==> config.mk <==
export PLATFORM = sky130hd
export DESIGN_NAME = nunchuk_decoder
export DESIGN_NICKNAME = d
export VERILOG_FILES = /design/src/rtl/nunchuk_pkg.sv /design/src/rtl/nunchuk_dir.sv /design/src/rtl/nunchuk_decoder.sv
export SDC_FILE = /design/constraint.sdc
export NUM_CORES = 1
export LEC_CHECK = 0
export BUFFER_PORTS_ARGS = -buffer_cell sky130_fd_sc_hd__buf_2
export CAP_MARGIN = 20
export CORE_AREA = 2 2 113 115
export DETAILED_ROUTE_END_ITERATION = 7
export DIE_AREA = 0 0 115 117
export GPL_TIMING_DRIVEN = 0
export SLEW_MARGIN = 40
export SYNTH_ARGS = -nofsm -noshare
export SYNTH_HDL_FRONTEND = slang
export SYNTH_SLANG_ARGS = --single-unit
export TNS_END_PERCENT = 10
==> constraint.sdc <==
create_clock -name clk -period 4.4 [get_ports clk]
set_input_delay 0.44 -clock clk [delete_from_list [all_inputs] [get_ports clk]]
set_output_delay 0.44 -clock clk [all_outputs]
set_load 0.02 [all_outputs]
==> src/rtl/nunchuk_pkg.sv <==
`default_nettype none
// ============================================================================
// Module      : nunchuk_pkg
// Description : Shared definitions for the Nunchuk report decoder.
//               - FSM state encoding
//               - byte positions within the 6-byte report
//               - dir bit positions
//               - reset values and the all-ones "no controller" pattern
// Ports       : none (package)
// Revision    : 1.0 - initial release
// ============================================================================
package nunchuk_pkg;

  typedef enum logic [1:0] {
    ST_IDLE    = 2'd0,
    ST_COLLECT = 2'd1,
    ST_CHECK   = 2'd2
  } state_e;

  localparam int unsigned NUM_BYTES = 6;

  // Byte positions inside the report
  localparam int unsigned JOY_X = 0;
  localparam int unsigned JOY_Y = 1;
  localparam int unsigned ACC_X = 2;
  localparam int unsigned ACC_Y = 3;
  localparam int unsigned ACC_Z = 4;
  localparam int unsigned EXTRA = 5;

  // dir bit positions
  localparam int unsigned DIR_RIGHT = 0;
  localparam int unsigned DIR_LEFT  = 1;
  localparam int unsigned DIR_UP    = 2;
  localparam int unsigned DIR_DOWN  = 3;

  localparam logic [7:0] JOY_RESET = 8'h80;
  localparam logic [9:0] ACC_RESET = 10'h200;
  localparam logic [7:0] ERR_BYTE  = 8'hFF;

  typedef logic [NUM_BYTES-1:0][7:0] frame_t;

  // A disconnected or uninitialised controller reads back all ones
  localparam frame_t ERR_FRAME = {NUM_BYTES{ERR_BYTE}};

endpackage
`default_nettype wire

==> src/rtl/nunchuk_dir.sv <==
`default_nettype none
// ============================================================================
// Module      : nunchuk_dir
// Description : Registered deadzone comparator turning the joystick position
//               into a 4-way direction. A diagonal sets two bits.
// Ports       : clk      - system clock
//               reset_n  - asynchronous active-low reset
//               load_i   - capture a new direction from joy_x_i/joy_y_i
//               joy_x_i  - joystick X position (centre 128)
//               joy_y_i  - joystick Y position (centre 128)
//               dir_o    - {down, up, left, right}, registered
// Revision    : 1.0 - initial release
// ============================================================================
module nunchuk_dir
  import nunchuk_pkg::*;
#(
  parameter int unsigned DEADZONE = 16
) (
  input  logic       clk,
  input  logic       reset_n,
  input  logic       load_i,
  input  logic [7:0] joy_x_i,
  input  logic [7:0] joy_y_i,
  output logic [3:0] dir_o
);

  localparam logic signed [8:0] DZ_POS = 9'(DEADZONE);
  localparam logic signed [8:0] DZ_NEG = -DZ_POS;
  localparam logic signed [8:0] CENTRE = 9'sd128;

  logic signed [8:0] w_dx;
  logic signed [8:0] w_dy;
  logic [3:0]        dir_d;
  logic [3:0]        dir_q;

  // Zero-extended to 9 bits, so the offset from centre cannot overflow
  assign w_dx = $signed({1'b0, joy_x_i}) - CENTRE;
  assign w_dy = $signed({1'b0, joy_y_i}) - CENTRE;

  always_comb begin
    dir_d = dir_q;
    if (load_i) begin
      dir_d            = 4'b0000;
      dir_d[DIR_RIGHT] = (w_dx > DZ_POS);
      dir_d[DIR_LEFT]  = (w_dx < DZ_NEG);
      dir_d[DIR_UP]    = (w_dy > DZ_POS);
      dir_d[DIR_DOWN]  = (w_dy < DZ_NEG);
    end
  end

  always_ff @(posedge clk or negedge reset_n) begin
    if (!reset_n) begin
      dir_q <= 4'b0000;
    end else begin
      dir_q <= dir_d;
    end
  end

  assign dir_o = dir_q;

endmodule
`default_nettype wire

==> src/rtl/nunchuk_decoder.sv <==
`default_nettype none
// ============================================================================
// Module      : nunchuk_decoder
// Description : Assembles the 6-byte Wii Nunchuk report from a byte stream,
//               rejects all-ones frames, and decodes good frames into
//               registered joystick, accelerometer, button and direction
//               outputs. Flags a stale controller after TIMEOUT_CYCLES
//               without a good frame.
// Ports       : clk, reset_n        - clock, asynchronous active-low reset
//               byte_valid/byte_data - received byte strobe and data
//               frame_start         - marks byte 0 of a read burst
//               joy_x/joy_y         - joystick position
//               acc_x/acc_y/acc_z   - 10-bit accelerometer axes
//               btn_c/btn_z         - buttons, pressed = 1
//               dir                 - {down, up, left, right}
//               frame_valid         - pulse on output update
//               frame_error         - pulse on a rejected frame
//               stale               - no good frame within the timeout
// Revision    : 1.0 - initial release
// ============================================================================
module nunchuk_decoder
  import nunchuk_pkg::*;
#(
  parameter int unsigned DEADZONE       = 16,
  parameter logic [23:0] TIMEOUT_CYCLES = 24'd12_000_000
) (
  input  logic       clk,
  input  logic       reset_n,
  input  logic       byte_valid,
  input  logic [7:0] byte_data,
  input  logic       frame_start,
  output logic [7:0] joy_x,
  output logic [7:0] joy_y,
  output logic [9:0] acc_x,
  output logic [9:0] acc_y,
  output logic [9:0] acc_z,
  output logic       btn_c,
  output logic       btn_z,
  output logic [3:0] dir,
  output logic       frame_valid,
  output logic       frame_error,
  output logic       stale
);

  state_e      state_q, state_d;
  logic [2:0]  idx_q, idx_d;
  frame_t      shadow_q, shadow_d;
  logic [23:0] cnt_q, cnt_d;
  logic        seen_q;

  logic w_start;
  logic w_append;
  logic w_restart;
  logic w_commit;
  logic w_reject;
  logic w_all_ff;

  assign w_all_ff = (shadow_q == ERR_FRAME);

  // ---------------- FSM: state register ----------------
  always_ff @(posedge clk or negedge reset_n) begin
    if (!reset_n) begin
      state_q <= ST_IDLE;
    end else begin
      state_q <= state_d;
    end
  end

  // ---------------- FSM: next state ----------------
  always_comb begin
    state_d = state_q;
    case (state_q)
      ST_IDLE:    if (w_start) state_d = ST_COLLECT;
      ST_COLLECT: if (w_append && (idx_q == 3'(EXTRA))) state_d = ST_CHECK;
      // A frame_start in CHECK opens the next frame straight away
      ST_CHECK:   state_d = w_start ? ST_COLLECT : ST_IDLE;
      default:    state_d = ST_IDLE;
    endcase
  end

  // ---------------- FSM: outputs ----------------
  always_comb begin
    w_start   = byte_valid & frame_start;
    w_append  = 1'b0;
    w_restart = 1'b0;
    w_commit  = 1'b0;
    w_reject  = 1'b0;
    case (state_q)
      ST_COLLECT: begin
        w_append  = byte_valid & ~frame_start;
        w_restart = w_start;
      end
      ST_CHECK: begin
        w_commit = ~w_all_ff;
        w_reject = w_all_ff;
      end
      default: ;
    endcase
  end

  // ---------------- Shadow buffer ----------------
  always_comb begin
    idx_d    = idx_q;
    shadow_d = shadow_q;
    if (w_start) begin
      shadow_d[JOY_X] = byte_data;
      idx_d           = 3'd1;
    end else if (w_append) begin
      for (int unsigned i = 0; i < NUM_BYTES; i++) begin
        if (idx_q == 3'(i)) shadow_d[i] = byte_data;
      end
      idx_d = idx_q + 3'd1;
    end
  end

  always_ff @(posedge clk or negedge reset_n) begin
    if (!reset_n) begin
      idx_q    <= 3'd0;
      shadow_q <= '0;
    end else begin
      idx_q    <= idx_d;
      shadow_q <= shadow_d;
    end
  end

  // ---------------- Decoded outputs ----------------
  always_ff @(posedge clk or negedge reset_n) begin
    if (!reset_n) begin
      joy_x       <= JOY_RESET;
      joy_y       <= JOY_RESET;
      acc_x       <= ACC_RESET;
      acc_y       <= ACC_RESET;
      acc_z       <= ACC_RESET;
      btn_c       <= 1'b0;
      btn_z       <= 1'b0;
      frame_valid <= 1'b0;
      frame_error <= 1'b0;
    end else begin
      frame_valid <= w_commit;
      frame_error <= w_reject | w_restart;
      if (w_commit) begin
        joy_x <= shadow_q[JOY_X];
        joy_y <= shadow_q[JOY_Y];
        acc_x <= {shadow_q[ACC_X], shadow_q[EXTRA][3:2]};
        acc_y <= {shadow_q[ACC_Y], shadow_q[EXTRA][5:4]};
        acc_z <= {shadow_q[ACC_Z], shadow_q[EXTRA][7:6]};
        // Nunchuk buttons are active-low on the wire
        btn_z <= ~shadow_q[EXTRA][0];
        btn_c <= ~shadow_q[EXTRA][1];
      end
    end
  end

  nunchuk_dir #(
    .DEADZONE (DEADZONE)
  ) u_dir (
    .clk     (clk),
    .reset_n (reset_n),
    .load_i  (w_commit),
    .joy_x_i (shadow_q[JOY_X]),
    .joy_y_i (shadow_q[JOY_Y]),
    .dir_o   (dir)
  );

  // ---------------- Stale detection ----------------
  always_comb begin
    cnt_d = cnt_q;
    if (w_commit) begin
      cnt_d = 24'd0;
    end else if (cnt_q != TIMEOUT_CYCLES) begin
      cnt_d = cnt_q + 24'd1;
    end
  end

  // seen_q keeps stale high out of reset until the first good frame,
  // even though the counter itself starts from zero.
  always_ff @(posedge clk or negedge reset_n) begin
    if (!reset_n) begin
      cnt_q  <= 24'd0;
      seen_q <= 1'b0;
    end else begin
      cnt_q <= cnt_d;
      if (w_commit) seen_q <= 1'b1;
    end
  end

  assign stale = ~seen_q | (cnt_q == TIMEOUT_CYCLES);

endmodule
`default_nettype wire

==> qor.txt <==
Max clock buf depth - 2
GRT Overall Usage - 0.1891
top-count cell post-synth - dfrtp_1
top cells by area, synth - dfrtp_1 58%, mux2_2 19%, dfstp_2 2.4%
CP arrival - 2.21 ns
FF+latch count, synth - 132
FILL cells - 1056
number of synthesized flops with an enable pin - 0
drt first pass iters - 4
Yosys warning count - 0
Pleak - 3.347 nW
Yosys top cell area share - 0.5789
most frequent cells after synthesis - 127 x dfrtp_1, 95 x mux2_2, 34 x nor2_1, 18 x nand2_1, 16 x nand4_1
worst-path fanout max - 5
core area - 12310 sq um
fin crit period - 2.647 ns
pre-CTS WS - 2.110 ns
Die X - 115 microns
Area Overhead vs Synth - 21.22%
first-pass GRT wire length - 18730 microns
Starting Density - 0.4459
worst setup path startpoint - cnt_q[14]
Max Slew Vio Count - 0
CTS tree - done
routed wire length - 11720 microns
post-route setup slack - 1.753 ns
max-cap violations - 0
Die ar. - 13460 sq um
num rows - 41
Final Hold Viols - 0
chip height - 117 microns
HPWL Detailed - 7912 microns
RSZ-0062 raised after global routing - no
Synth Cell Area - 5490 sq um
TritonCTS Buffers - 17
Synthesized Nets - 423
worst-margin pin slew - 0.6041 ns
Startpoint Class - flip-flop
top_reg_cell synth - dfrtp_1
Tot Pwr - 4.067 mW
status - complete, no violations
final routed DRC violation total - 0
ANT cells - 0
Synth Area per Inst - 13.59 sq um
root buf cell - clkbuf_16
GP Congestion - 0.7775
Detail Route Antenna Nets - 0
final setup fails - 0
layout cells sized above 1 - 0.4215
CTS H-tree lvls - 4
Layout Skew - 0.008833 ns
Iteration-0 DRC Markers - 189
Worst EP required - 3.96 ns
source of the worst hold timing path - byte_valid
Crit. End Element - output pin
Post-Syn Instances - 404
maximum vdd ir drop - 288.1 uV
critical path class - reg -> out
CTS resizes - 0
biggest area consumer among synthesized cells - dfrtp_1
Worst slew margin - 0.5935
Final nets - 509
HP Class - in -> reg
Synth cell types - 40
register area share after synthesis - 0.6028
routed length per instance - 17.94 microns
Peak Freq - 377.8 MHz
worst-skew pair later-pin latency - 0.42 ns
IO Count - 67
largest net degree at the start of global routing - 76
async set or reset register ratio after synthesis - 1.000
Remaining Overflow, GRT - 0
DR vias/cell - 5.271
DR vias - 3442
cell area power density - 611.1 nW/um^2
vias in the first global route - 3517
number of antenna violations at the first check in global routing - 0
fin crit share - 0.6015
setup bufs post-CTS - 0
worst r2r src - shadow_q[7]
CTS clk-pin slew, worst paths - 0.06 ns
IO Port Bufs - 65
Fin Setup TNS - 0 ns
clock sinks - 132
power breakdown:
group / switching (mW) / total, mW / internal (mW)
clock network: 0.529 / 1.43 / 0.902
logic: 0.397 / 0.791 / 0.393
registers: 0.289 / 1.84 / 1.56
flip-flops by register name, indices dropped and copies added (netlist names), 2 cells and up:
register     cells
acc_x           10
acc_y           10
acc_z           10
cnt_q           24
idx_q            3
joy_x            8
joy_y            8
shadow_q        48
state_q          2
u_dir.dir_o      4
final cells by class:
| type | count | area (sq um) | area share |
|---|---|---|---|
| Buffer | 9 | 48.80 | 0.007332 |
| Clock buffer | 19 | 442.9 | 0.06655 |
| Clock inverter | 13 | 157.7 | 0.02369 |
| Inverter | 6 | 22.52 | 0.003384 |
| Multi-Input combinational cell | 257 | 2113 | 0.3175 |
| Sequential cell | 132 | 3309 | 0.4973 |
| Tap cell | 150 | 187.7 | 0.02820 |
| Timing Repair Buffer | 67 | 372.9 | 0.05603 |
cell usage in the layout, fill, tap and decap left out, types with 7 or more instances in the layout:
master / instances
nand2_1: 18
dfrtp_1: 127
xnor2_1: 11
nand4_1: 16
clkbuf_16: 17
ha_1: 7
buf_2: 70
mux2_2: 95
nor2_1: 34
and3_1: 7
nand3_1: 11
xor2_1: 11
final timing paths:
check / endpoint / slack (ns) / cells after the start
max: stale / 1.75 / 5
min: idx_q[2] / 0.30 / 2
max reg2reg: acc_z[5] / 2.11 / 6
min reg2reg: seen_q / 0.48 / 1
max in group asynchronous: acc_z[9] / 3.13 / 3
min in group asynchronous: joy_y[0] / 0.53 / 2
worst max-delay path, cell delays in order, from the launching register on:
cell	delay [ns]
dfrtp_1	0.42
or4b_1	0.54
nor4_1	0.18
nand4_1	0.26
nand2_1	0.20
buf_2	0.18
what timing repair did:
action | in CTS | in global routing
setup endpoints to repair | 0 | 0
hold buffers | 1 | 0
hold endpoints to repair | 54 | 0
through the flow:
step | instances | instance area (sq um) | utilization | hold slack, ns
floorplan | 404 | 5490 | - | 0.1444
global placement | 619 | 6003 | 0.4876 | 0.4555
detailed placement | 620 | 6041 | 0.4907 | 0.3977
CTS | 653 | 6651 | 0.5402 | 0.2660
global route | 653 | 6655 | 0.5405 | 0.3056
finish | 653 | 6655 | 0.5405 | 0.3014
metal layers:
| metal | vias to the layer above | GRT usage | share of wire |
|---|---|---|---|
| met5 | - | 0 | 0 |
| met4 | 0 | 0.08675 | 0.018 |
| met3 | 16 | 0.04840 | 0.047 |
| met2 | 72 | 0.2914 | 0.47 |
| met1 | 1739 | 0.2537 | 0.47 |
| li1 | 1615 | - | - |
kinds of logic (layout without fill, tap and decap cells):
family	Yosys count	after routing	synth area share
XOR/XNOR	22	22	0.03509
multiplexers	97	97	0.1987
adder cells (fa/ha/maj)	7	7	0.01595
AND/OR/NAND/NOR	113	113	0.1121
AO/OA/AOI/OAI	18	18	0.02233
flip-flops	132	132	0.6028
buffers and inverters	15	114	0.01299
Power figures use the tool's default switching activity.
